**config.mk**
```make
export PLATFORM = sky130hd
export DESIGN_NAME = pos_display_write_arbiter
export DESIGN_NICKNAME = d
export VERILOG_FILES = /design/src/rtl/pos_display_pkg.sv /design/src/rtl/rr_picker.sv /design/src/rtl/pos_display_write_arbiter.sv
export SDC_FILE = /design/constraint.sdc
export NUM_CORES = 1
export LEC_CHECK = 0
export BUFFER_PORTS_ARGS = -buffer_cell sky130_fd_sc_hd__buf_4
export CAP_MARGIN = 20
export CORE_UTILIZATION = 25
export CTS_CLUSTER_SIZE = 20
export DETAILED_ROUTE_END_ITERATION = 7
export GPL_TIMING_DRIVEN = 0
export HOLD_SLACK_MARGIN = 0.12
export PLACE_DENSITY = 0.5
export SYNTH_ARGS = -nofsm -noshare
export SYNTH_HDL_FRONTEND = slang
export SYNTH_SLANG_ARGS = --single-unit
export TNS_END_PERCENT = 20
```
**constraint.sdc**
```tcl
create_clock -name clk -period 9.9 [get_ports clk]
set_input_delay 1.485 -clock clk [delete_from_list [all_inputs] [get_ports clk]]
set_output_delay 1.485 -clock clk [all_outputs]
set_load 0.05 [all_outputs]
```
**src/rtl/pos_display_pkg.sv**
```systemverilog
// Shared definitions for the POS display-memory write arbiter.
//   - Default widths and per-blanking write budget.
//   - Arbiter FSM state encoding.
package pos_display_pkg;

  localparam int unsigned ADDR_W_DEF = 12;
  localparam int unsigned DATA_W_DEF = 8;
  localparam int unsigned MAX_WR_DEF = 64;

  // Width of the per-blanking write counter (MAX_WR is at most 255).
  localparam int unsigned COUNT_W = 8;

  typedef enum logic [1:0] {
    WAIT_BLANK = 2'd0,
    ARB        = 2'd1,
    GRANT      = 2'd2,
    EXHAUSTED  = 2'd3
  } arb_state_e;

endpackage : pos_display_pkg

```
**src/rtl/rr_picker.sv**
```systemverilog
// Combinational round-robin picker.
// Ports:
//   req     - request vector, one bit per requester
//   ptr     - index of the requester with highest priority this round
//   win_oh  - one-hot winner (zero when no request)
//   win_idx - binary index of the winner
//   any     - at least one request is set
module rr_picker #(
  parameter  int unsigned N_REQ = 4,
  localparam int unsigned PTR_W = $clog2(N_REQ)
) (
  input  logic [N_REQ-1:0] req,
  input  logic [PTR_W-1:0] ptr,
  output logic [N_REQ-1:0] win_oh,
  output logic [PTR_W-1:0] win_idx,
  output logic             any
);

  int unsigned idx;

  // Scan from ptr upward with wrap; first set bit wins.
  always_comb begin
    win_oh  = '0;
    win_idx = '0;
    any     = 1'b0;
    idx     = 0;
    for (int unsigned off = 0; off < N_REQ; off++) begin
      idx = (32'(ptr) + off) % N_REQ;
      if (!any && req[PTR_W'(idx)]) begin
        any                   = 1'b1;
        win_idx               = PTR_W'(idx);
        win_oh[PTR_W'(idx)]   = 1'b1;
      end
    end
  end

endmodule : rr_picker

```
**src/rtl/pos_display_write_arbiter.sv**
```systemverilog
// Arbitrates display-memory writes from N_REQ requesters into vertical
// blanking, at most one write every two cycles and at most MAX_WR writes
// per blanking interval.
// Ports:
//   clk, reset        - clock, synchronous active-high reset
//   vblank            - vertical blanking level
//   req/req_addr/data - per-requester write request with address and data
//   gnt               - one-hot grant, coincident with the write
//   wr_en/addr/data   - display-memory write port
//   overrun           - blanking ended with a request still pending
module pos_display_write_arbiter
  import pos_display_pkg::*;
#(
  parameter int unsigned N_REQ  = 4,
  parameter int unsigned ADDR_W = ADDR_W_DEF,
  parameter int unsigned DATA_W = DATA_W_DEF,
  parameter int unsigned MAX_WR = MAX_WR_DEF
) (
  input  logic                    clk,
  input  logic                    reset,
  input  logic                    vblank,
  input  logic [N_REQ-1:0]        req,
  input  logic [N_REQ*ADDR_W-1:0] req_addr,
  input  logic [N_REQ*DATA_W-1:0] req_data,
  output logic [N_REQ-1:0]        gnt,
  output logic                    wr_en,
  output logic [ADDR_W-1:0]       wr_addr,
  output logic [DATA_W-1:0]       wr_data,
  output logic                    overrun
);

  localparam int unsigned PTR_W = $clog2(N_REQ);

  arb_state_e         state_q, state_d;
  logic [N_REQ-1:0]   gnt_q, gnt_d;
  logic               wr_en_q, wr_en_d;
  logic [ADDR_W-1:0]  wr_addr_q, wr_addr_d;
  logic [DATA_W-1:0]  wr_data_q, wr_data_d;
  logic               overrun_q, overrun_d;
  logic [PTR_W-1:0]   ptr_q, ptr_d;
  logic [COUNT_W-1:0] count_q, count_d, count_base;
  logic               vblank_q;

  logic [N_REQ-1:0]   win_oh_c;
  logic [PTR_W-1:0]   win_idx_c;
  logic               any_c;
  logic               vb_rise_c;
  logic               vb_fall_c;

  logic [ADDR_W-1:0]  addr_arr [N_REQ];
  logic [DATA_W-1:0]  data_arr [N_REQ];

  // Unpack the flat request buses into per-requester slots.
  for (genvar i = 0; i < N_REQ; i++) begin : g_slice
    assign addr_arr[i] = req_addr[i*ADDR_W +: ADDR_W];
    assign data_arr[i] = req_data[i*DATA_W +: DATA_W];
  end

  rr_picker #(.N_REQ(N_REQ)) u_picker (
    .req     (req),
    .ptr     (ptr_q),
    .win_oh  (win_oh_c),
    .win_idx (win_idx_c),
    .any     (any_c)
  );

  assign vb_rise_c = vblank & ~vblank_q;
  assign vb_fall_c = ~vblank & vblank_q;

  // Next-state and registered-output logic.
  always_comb begin
    state_d    = state_q;
    gnt_d      = '0;
    wr_en_d    = 1'b0;
    wr_addr_d  = wr_addr_q;
    wr_data_d  = wr_data_q;
    ptr_d      = ptr_q;
    // Budget restarts on every blanking rising edge, whatever the state.
    count_base = vb_rise_c ? '0 : count_q;
    count_d    = count_base;
    overrun_d  = vb_fall_c & (|req);

    case (state_q)
      WAIT_BLANK: begin
        if (vblank) state_d = ARB;
      end
      ARB: begin
        if (!vblank) begin
          state_d = WAIT_BLANK;
        end else if (count_base == COUNT_W'(MAX_WR)) begin
          state_d = EXHAUSTED;
        end else if (any_c) begin
          state_d   = GRANT;
          gnt_d     = win_oh_c;
          wr_en_d   = 1'b1;
          wr_addr_d = addr_arr[win_idx_c];
          wr_data_d = data_arr[win_idx_c];
          count_d   = count_base + COUNT_W'(1);
          ptr_d     = (win_idx_c == PTR_W'(N_REQ - 1)) ? '0 : win_idx_c + PTR_W'(1);
        end
      end
      GRANT: begin
        // Write is already on the bus; always return to arbitration.
        state_d = ARB;
      end
      EXHAUSTED: begin
        if (!vblank) state_d = WAIT_BLANK;
      end
      default: state_d = WAIT_BLANK;
    endcase
  end

  // State and output registers.
  always_ff @(posedge clk) begin
    if (reset) begin
      state_q   <= WAIT_BLANK;
      gnt_q     <= '0;
      wr_en_q   <= 1'b0;
      wr_addr_q <= '0;
      wr_data_q <= '0;
      overrun_q <= 1'b0;
      ptr_q     <= '0;
      count_q   <= '0;
      vblank_q  <= 1'b0;
    end else begin
      state_q   <= state_d;
      gnt_q     <= gnt_d;
      wr_en_q   <= wr_en_d;
      wr_addr_q <= wr_addr_d;
      wr_data_q <= wr_data_d;
      overrun_q <= overrun_d;
      ptr_q     <= ptr_d;
      count_q   <= count_d;
      vblank_q  <= vblank;
    end
  end

  assign gnt     = gnt_q;
  assign wr_en   = wr_en_q;
  assign wr_addr = wr_addr_q;
  assign wr_data = wr_data_q;
  assign overrun = overrun_q;

endmodule : pos_display_write_arbiter

```
==> results of run 1 <==
[flip-flops by register name (all words and copies together) (netlist names)]
signal and count:
wr_data 8, gnt 4, wr_addr 12, wr_en 1
state_q 2, ptr_q 2, overrun 1, vblank_q 1
count_q 8
[cells in the mapped netlist (2+ instances only)]
master    number
nand2b_1       3
mux4_2         2
o211a_1        2
nor2_1        12
inv_1          9
clkbuf_1       6
nor2b_1        4
nand3_1        2
dfxtp_1       39
nor4_1         2
nor3_1         3
mux2_2        42
nor4b_1        3
o21ai_0        3
xnor2_1        6
nand3b_1       5
nand2_1       13
a22oi_1        8
nand4_1        3
a21oi_1       11
and2_1        22
or2_2          5
buf_6          6
buf_2          7
a221o_1       20
mux4_1         2
ha_1          10
mux2i_1        2
[critical path: stages]
cell,delay [ns]
buf_4,0.14
nand2b_1,0.21
and2_1,0.22
inv_1,0.05
ha_1,0.19
nor4b_1,0.15
a41oi_1,0.55
a21oi_1,0.17
clkbuf_1,0.25
and2_1,0.22
a221o_1,0.26
[layer usage]
layer,GRT usage (%),part of all wire (%)
met1,17.6,46
met2,23.2,47
met3,3.99,6.0
met4,3.32,0.81
met5,0,0
[final cells by class]
| type | instances | area, um2 | share of cell area (%) |
|---|---|---|---|
| flip-flops and latches | 39 | 781 | 20.9 |
| plain buffers | 19 | 125 | 3.35 |
| clock inverters | 3 | 20.0 | 0.535 |
| well taps | 136 | 170 | 4.55 |
| clock buffers | 5 | 68.8 | 1.84 |
| repair buffers | 111 | 833 | 22.3 |
| multi-input cells | 202 | 1710 | 45.6 |
| inverters | 9 | 33.8 | 0.904 |
[power by group]
group          leakage (nW)  internal (mW)  switching, mW
Sequential            0.316          0.163        0.00353
Combinational          1.23         0.0716         0.0663
Clock                0.0402         0.0491         0.0632
[per-stage QoR]
stage               cell area (um2)  worst slack, ns  cells  hold WS (ns)
finish                         3740             6.18    524         0.468
global route                   3740             5.98    524         0.496
detailed placement             3650             5.81    516         0.457
CTS                            3740             6.14    524         0.469
floorplan                      2650             6.22    269         0.435
global placement               3650             5.86    516         0.457
[worst max-delay path by stage]
stage / from / end
finish: vblank / wr_addr[2]
global route: vblank / wr_addr[9]
CTS: vblank / wr_data[1]
detailed placement: vblank / wr_addr[10]
global placement: vblank / wr_addr[3]
floorplan: req[3] / wr_addr[7]
[cell families (layout without fill, tap and decap cells)]
| group | after synthesis | count (layout) |
|---|---|---|
| AND/OR/NAND/NOR | 84 | 84 |
| AO/OA/AOI/OAI | 54 | 54 |
| multiplexers | 48 | 48 |
| flip-flops | 39 | 39 |
| buffers and inverters | 28 | 147 |
| adder cells (fa/ha/maj) | 10 | 10 |
| XOR/XNOR | 6 | 6 |
==> qor.yml, run 1 <==
die_x_um: 105
drtPass1Iterations: 4
total_clock_buffers_created_by_cts: 5
whs_path_depth: 2
ys_types: 45
hp-start: "state_q[0]"
finalSetupViolations: 0
vdd_drop_max_uv: 46.0
synth_top_area_cell: "dfxtp_1"
synth-simple-area-share_pct: 19.0
first_pass_grt_wire_length_um: 12300
place_congestion: 0.771
number_of_antenna_cells_inserted: 0
design.die.area_um2: 11000
hold_viol: 0
seq_total_area_yosys_pct: 29.5
largest_net_degree_at_the_start_of_global_routing: 14
postCtsHoldBufs: 0
worstPathRequired_ns: 10.09
cellPowerDensity_nw_per_um2: 111
grt_antenna_before_repair: 0
drt_drc_violations_left: 0
detail_route.vias_per_cell: 4.65
syn_area_per_cell_um2: 9.84
reg2reg_to: "wr_addr[9]"
mappedNetlistArea_um2: 2650
cts_tree: "done"
htreeDepth: 2
antenna_violating_nets_post_route: 0
num-nets-final: 484
fin_tns_setup_ns: 0
yosys.area_share.xor_xnor_pct: 1.99
timing.rr.start: "ptr_q[1]"
area.growth.synth_to_final_pct: 41.3
port-buffer-count: 111
outcome: "complete, no violations"
cp.arrival_ns: 3.91
share_of_layout_cells_above_drive_strength_1_pct: 47.7
clock_sinks: 39
max_freq_mhz: 269
clk_latency_ns: 0.30
maxSlewHeadroom_pct: 52.7
place_hpwl_um: 5550
final-max-slew-violation-count: 0
post_cts.repair.setup_buffers: 0
ctsRootBufferMaster: "clkbuf_8"
vias: 2437
flop_to_flop_setup_slack_ns: 6.20
worstHoldPathType: "register to register"
timing.critical_path.to_type: "register"
layout_commonest_cell: "buf_4"
power_leakage_nw: 1.59
finalCritPeriodShare_pct: 37.6
synth_mux_area_share_pct: 22.3
wirelength_um: 7300
synth_nets: 366
synth_top_cell_area_share_pct: 29.5
maxCapViolCount: 0
design_power_total_mw: 0.417
drtIter0Drc: 55
grt_pass1_vias: 2497
floorplan.initialDensity_pct: 25.7
postSynthRegisterBits: 39
critPathLaunchType: "input port"
clockBufferDepth: 2
ys_top_cells_by_area: "dfxtp_1 30%, mux2_2 18%, a221o_1 7.6%, and2_1 5.2%, ha_1 4.7%"
groute.usage.overall_pct: 13.9
ff2ff_path_depth: 12
clk_pin_slew_ns: 0.08
global_route.overflow_total: 0
timing.clock.skew_ns: 0.00829
setup_repair_after_global_routing_missed_its_margin: "false"
synth_top_family_by_area: "multiplexers"
most-common-layout-cells: "111 x buf_4, 42 x mux2_2, 39 x dfxtp_1"
i_o_pin_count: 113
synthesis.instances: 269
whs_endpoint: "state_q[1]"
cp_max_fo: 10
synthesis.yosys.warnings: 0
fp.coreArea_um2: 10300
n_fill_cell: 1069
synthFlopType: "dfxtp_1"
worst-slew-pin-transition_ns: 0.700
async_s_r_ff_share_synth_pct: 0
period_minus_slack_ns: 3.72
route.detailed.wl_per_inst_um: 13.9
crit_type: "input port to register"
fraction_of_the_mapped_netlist_area_in_compound_gates_pct: 16.5
post_route_utilization_pct: 36.4
synth-adder-area-share_pct: 4.73
synth_enable_flop_cells: 0
die_h_um: 105
fp-row-count: 37
cts.repair.resized: 0
Power figures use the tool's default switching activity.
==> run 2, diff against run 1 <==
- PLACE_DENSITY: 0.5 -> 0.52
- clock period: 9.9 -> 3.3 ns (I/O delays scaled with it)
==> qor.yml, run 2 (synthesis gave the netlist of run 1 again) <==
layout.cell_area.non_filler_um2: 3830  # was 3740 um2
grt_pass1_vias: 2546  # was 2497
reg2reg_to: "wr_addr[4]"  # was wr_addr[9]
layout_commonest_cell: "buf_4"  # unchanged
setup_ws_ns: 0.132  # was 6.18 ns
design.die.area_um2: 11000  # unchanged
vdd_drop_max_uv: 176  # was 46.0 uV
most-common-layout-cells: "120 x buf_4, 42 x mux2_2, 37 x dfxtp_1"  # was 111 x buf_4, 42 x mux2_2, 39 x dfxtp_1
setup_repair_after_global_routing_missed_its_margin: "false"  # unchanged
vias: 2503  # was 2437
final-max-slew-violation-count: 0  # unchanged
share_clk_of_total_power_pct: 27.4  # was 27.0%
critPathLaunchType: "register"  # was input port
final-seq-area_um2: 788  # was 781 um2
ctsRootBufferMaster: "clkbuf_8"  # unchanged
post_dp_cell_area_um2: 3650  # unchanged
combPwrFrac_pct: 33.5  # was 33.1%
fp-row-count: 37  # unchanged
finalSetupViolations: 0  # unchanged
maxSlewHeadroom_pct: 53.7  # was 52.7%
hold_viol: 0  # unchanged
timing.critical_path.to_type: "register"  # unchanged
die_x_um: 105  # unchanged
global_route.overflow_total: 0  # unchanged
whs_path_depth: 2  # unchanged
maxCapViolCount: 0  # unchanged
p_sw_share_pct: 30.6  # was 31.9%
period_minus_slack_ns: 3.17
route.detailed.wl_per_inst_um: 13.7  # was 13.9 um
n_fill_cell: 1045  # was 1069
max_freq_mhz: 316
flip_flop_count_of_the_largest_register_all_copies_and_words_added: 12  # unchanged
post_route_utilization_pct: 37.2  # was 36.4%
place_congestion: 0.777  # was 0.771
netSwitchingPower_mw: 0.390  # was 0.133 mW
timing.rr.start: "ptr_q[1]"  # unchanged
whs_endpoint: "vblank_q"  # was state_q[1]
multi_input_comb_area_um2: 1710  # unchanged
timing.clock.skew_ns: 0.0146  # was 0.00829 ns
i_o_pin_count: 113  # unchanged
cellPowerDensity_nw_per_um2: 333  # was 111 nW/um2
cp.arrival_ns: 3.35  # was 3.91 ns
power_leakage_nw: 1.64  # was 1.59 nW
power.internal_mw: 0.884  # was 0.284 mW
share_of_layout_cells_above_drive_strength_1_pct: 49.5  # was 47.7%
drt_drc_violations_left: 0  # unchanged
total_clock_buffers_created_by_cts: 5  # unchanged
number_of_antenna_cells_inserted: 0  # unchanged
largest_net_degree_at_the_start_of_global_routing: 14  # unchanged
hp-start: "reset"  # was state_q[0]
worstHoldPathType: "input port to register"  # was register to register
detail_route.vias_per_cell: 4.72  # was 4.65
finalCritPeriodShare_pct: 96.0
groute.usage.overall_pct: 13.7  # was 13.9%
cp_max_fo: 10  # unchanged
drtPass1Iterations: 4  # unchanged
die_h_um: 105  # unchanged
outcome: "complete, no violations"  # unchanged
power_frac_seq_pct: 39.2  # was 39.9%
fin_tns_setup_ns: 0  # unchanged
pre_cts_ws_ns: -0.447  # was 5.81 ns
flop_to_flop_setup_slack_ns: 0.13  # was 6.20 ns
place_hpwl_um: 5470  # was 5550 um
fp.coreArea_um2: 10300  # unchanged
num-nets-final: 490  # was 484
area.growth.synth_to_final_pct: 44.6  # was 41.3%
antenna_violating_nets_post_route: 0  # unchanged
ff2ff_path_depth: 12  # unchanged
port-buffer-count: 111  # unchanged
grt_antenna_before_repair: 0  # unchanged
clockBufferDepth: 2  # unchanged
clk_latency_ns: 0.29  # was 0.30 ns
wirelength_um: 7260  # was 7300 um
htreeDepth: 2  # unchanged
worst-slew-pin-transition_ns: 0.685  # was 0.700 ns
floorplan.initialDensity_pct: 25.7  # unchanged
clk_pin_slew_ns: 0.09  # was 0.08 ns
worstPathRequired_ns: 3.49  # was 10.09 ns
cts_tree: "done"  # unchanged
drtIter0Drc: 71  # was 55
crit_type: "register to register"  # was input port to register
clock_sinks: 39  # unchanged
first_pass_grt_wire_length_um: 12200  # was 12300 um
## run 2: cell count changes in the layout (fill, tap and decap cells not counted), sizes merged
cell      previous run  this run
buf                124       130
clkbuf              11        12
clkinvlp             2         1
## run 2: cell type report
class / count / share of cell area [%]
multi-input combinational: 202 / 44.6
sequential: 39 / 20.6
inverter: 9 / 0.981
clock inverter: 2 / 0.360
clock buffer: 6 / 2.16
timing repair buffer: 118 / 23.2
buffer: 18 / 3.70
tap: 136 / 4.45
## run 2: through the flow
stage | hold WS, ns | instances | total power [mW]
2_1_floorplan | 0.435 | 269 | 0.772
3_3_place_gp | 0.459 | 516 | 0.924
3_5_place_dp | 0.459 | 516 | 0.925
4_1_cts | 0.406 | 524 | 1.29
5_1_grt | 0.393 | 530 | 1.35
6_report | 0.412 | 530 | 1.27
## run 2: power by group through the flow
stage          logic, mW  registers, mW  clock network [mW]
3_3_place_gp       0.415          0.509                   0
6_report           0.427          0.499               0.348
4_1_cts            0.422          0.500               0.365
2_1_floorplan      0.213          0.559                   0
3_5_place_dp       0.415          0.510                   0
5_1_grt            0.459          0.501               0.394
## run 2: repair_timing
item | in CTS | in global routing
gates resized for setup | 10 | 4
gates cloned | 0 | 0
endpoints found under the setup margin | 27 | 21
pin swaps | 0 | 1
setup buffers | 0 | 7
hold buffers | 0 | 0
## run 2: layer usage
| metal | vias up | GRT usage [%] | share of wire [%] |
|---|---|---|---|
| li1 | 1257 | - | - |
| met1 | 1168 | 17.7 | 45 |
| met2 | 73 | 23.6 | 50 |
| met3 | 5 | 2.99 | 4.5 |
| met4 | 0 | 2.41 | 0.65 |
| met5 | - | 0 | 0 |
## run 2: worst max-delay path by stage
stage / from / end / cells after the start
floorplan: ptr_q[1] / wr_addr[7] / 11
global placement: ptr_q[1] / wr_data[0] / 12
detailed placement: ptr_q[1] / wr_addr[9] / 12
CTS: ptr_q[0] / wr_addr[9] / 12
global route: ptr_q[1] / wr_addr[9] / 12
finish: ptr_q[1] / wr_addr[4] / 12
## run 2: critical path: stages, from the launching register on
cell and delay, ns:
dfxtp_4 0.35, clkbuf_8 0.15, inv_1 0.09, ha_1 0.30, buf_6 0.13, mux4_2 0.54
buf_6 0.17, nand2b_1 0.15, o211a_1 0.27, buf_6 0.14, buf_6 0.14, mux2_2 0.28
a221o_1 0.35
==> run 3, diff against run 2 <==
- CORE_ASPECT_RATIO: not set -> 0.6
==> qor.yml, run 3 (synthesis gave the netlist of run 1 again) <==
outcome: "complete, no violations"  # unchanged
cellPowerDensity_nw_per_um2: 402  # was 333 nW/um2
worst_path_max_delay_cell: "mux4_2"  # unchanged
clock_sinks: 39  # unchanged
fp-row-count: 28  # was 37
multi_input_comb_area_um2: 1710  # unchanged
wirelength_um: 8160  # was 7260 um
critical-path-top-delay-family: "buffers and inverters"  # unchanged
worst-path-buf-inv: 5  # was 6
wl_met2_um: 3490  # was 3600 um
setup_repair_after_global_routing_missed_its_margin: "false"  # unchanged
groute.usage.overall_pct: 15.2  # was 13.7%
finalSetupViolations: 0  # unchanged
maxSlewHeadroom_pct: 47.1  # was 53.7%
first_pass_grt_wire_length_um: 12900  # was 12200 um
timing.critical_path.to_type: "register"  # unchanged
vdd_drop_max_uv: 203  # was 176 uV
place_hpwl_um: 6080  # was 5470 um
fin_tns_setup_ns: 0  # unchanged
num-nets-final: 489  # was 490
htreeDepth: 2  # unchanged
worstPathRequired_ns: 3.48  # was 3.49 ns
largest_net_degree_at_the_start_of_global_routing: 14  # unchanged
share_of_layout_cells_above_drive_strength_1_pct: 49.6  # was 49.5%
worst-slew-pin-transition_ns: 0.783  # was 0.685 ns
final-seq-area_um2: 788  # unchanged
whs_ns: 0.409  # was 0.412 ns
layout_commonest_cell: "buf_4"  # unchanged
hold_viol: 0  # unchanged
i_o_pin_count: 113  # unchanged
timing.critical_path.depth: 11  # was 12
most-common-layout-cells: "118 x buf_4, 42 x mux2_2, 37 x dfxtp_1"  # was 120 x buf_4, 42 x mux2_2, 37 x dfxtp_1
design_power_total_mw: 1.58  # was 1.27 mW
ff2ff_path_depth: 11  # was 12
area.growth.synth_to_final_pct: 48.2  # was 44.6%
maxCapViolCount: 0  # unchanged
grt_antenna_before_repair: 0  # unchanged
grt_pass1_vias: 2440  # was 2546
ctsRootBufferMaster: "clkbuf_16"  # was clkbuf_8
crit_type: "register to register"  # unchanged
max_stage_delay_ns: 0.54  # about the same
floorplan.initialDensity_pct: 26.3  # was 25.7%
period_minus_slack_ns: 3.18  # was 3.17 ns
drtIter0Drc: 129  # was 71
design.die.area_um2: 11000  # about the same
clk_pin_slew_ns: 0.06  # was 0.09 ns
max_freq_mhz: 314  # was 316 MHz
top_layer: "met4"  # unchanged
wl_met1_um: 4030  # was 3280 um
whs_path_depth: 2  # unchanged
critPathLaunchType: "register"  # unchanged
timing.clock.skew_ns: 0.00652  # was 0.0146 ns
number_of_antenna_cells_inserted: 0  # unchanged
timing.critical_path.cells: "buf_8 > clkinvlp_4 > ha_1 > buf_6 > mux4_2 > buf_6 > or3_1 > o32a_1 > and3b_4 > buf_6 > a221o_1"  # was clkbuf_8 > inv_1 > ha_1 > buf_6 > mux4_2 > buf_6 > nand2b_1 > o211a_1 > buf_6 > buf_6 > mux2_2 > a221o_1
cp.arrival_ns: 3.36  # was 3.35 ns
worstHoldPathType: "input port to register"  # unchanged
place_congestion: 0.791  # was 0.777
crit_top_cell: "buf_6"  # unchanged
fp.coreArea_um2: 10100  # was 10300 um2
die_x_um: 135  # was 105 um
flip_flop_count_of_the_largest_register_all_copies_and_words_added: 12  # unchanged
finalCritPeriodShare_pct: 96.4  # was 96.0%
cp_max_fo: 10  # unchanged
die_h_um: 81.7  # was 105 um
antenna_violating_nets_post_route: 0  # unchanged
drt_drc_violations_left: 0  # unchanged
n_fill_cell: 1004  # was 1045
drtPass1Iterations: 4  # unchanged
route.detailed.wl_per_inst_um: 15.4  # was 13.7 um
cts_tree: "done"  # unchanged
vias: 2559  # was 2503
clockBufferDepth: 2  # unchanged
port-buffer-count: 111  # unchanged
detail_route.vias_per_cell: 4.85  # was 4.72
global_route.overflow_total: 0  # unchanged
total_clock_buffers_created_by_cts: 5  # unchanged
power_leakage_nw: 1.68  # was 1.64 nW
route.met3.wl_um: 558  # was 329 um
clk_latency_ns: 0.29  # about the same
final-max-slew-violation-count: 0  # unchanged
==> run 3: per-stage QoR <==
step | instance area [um2] | cells | util (%) | setup WS, ns
floorplan | 2650 | 269 | - | 0.0582
global placement | 3650 | 515 | 36.3 | -0.436
detailed placement | 3650 | 515 | 36.3 | -0.439
CTS | 3870 | 524 | 38.5 | 0.0143
global route | 3920 | 528 | 39.0 | 0.0112
finish | 3920 | 528 | 39.0 | 0.118
==> run 3: cell type report <==
type / count / share of cell area [%]
multi-input cells: 202 / 43.5
repair buffers: 116 / 22.2
flip-flops and latches: 39 / 20.1
well taps: 135 / 4.31
plain buffers: 19 / 3.99
clock buffers: 5 / 3.19
clock inverters: 3 / 1.72
inverters: 9 / 0.957
==> run 3: final timing paths <==
| path | from | to | slack (ns) |
|---|---|---|---|
| setup / recovery | ptr_q[0] | wr_addr[7] | 0.12 |
| setup reg to reg | ptr_q[0] | wr_addr[7] | 0.12 |
| hold reg to reg | state_q[0] | state_q[1] | 0.47 |
| hold / removal | reset | vblank_q | 0.41 |
==> run 3: repair_timing <==
action / CTS / global route
gates resized for setup: 10 / 6
setup endpoints to repair: 33 / 23
hold endpoints to repair: 0 / 0
hold buffers: 0 / 0
setup buffers: 1 / 4
==> run 3: worst reg2reg max path: cells and delay by family, from the launching register on <==
kind,cells,cell delay (ns)
DFF,1,0.37
and+or+nand+nor,2,0.59
adders and majority gates,1,0.30
muxes,1,0.54
AOI/OAI and AO/OA,2,0.58
buffers and inverters,5,0.69
==> run 3: power breakdown <==
group	switching, mW	total (mW)	internal (mW)	leakage, nW
clock	0.204	0.637	0.433	0.0900
combinational	0.212	0.440	0.228	1.27
sequential	0.0110	0.499	0.488	0.318
==> run 3: routing by layer <==
metal / GRT usage [%] / vias up
met5: 0 / -
met4: 3.26 / 0
met3: 4.75 / 7
met2: 23.1 / 97
met1: 20.9 / 1203
li1: - / 1252
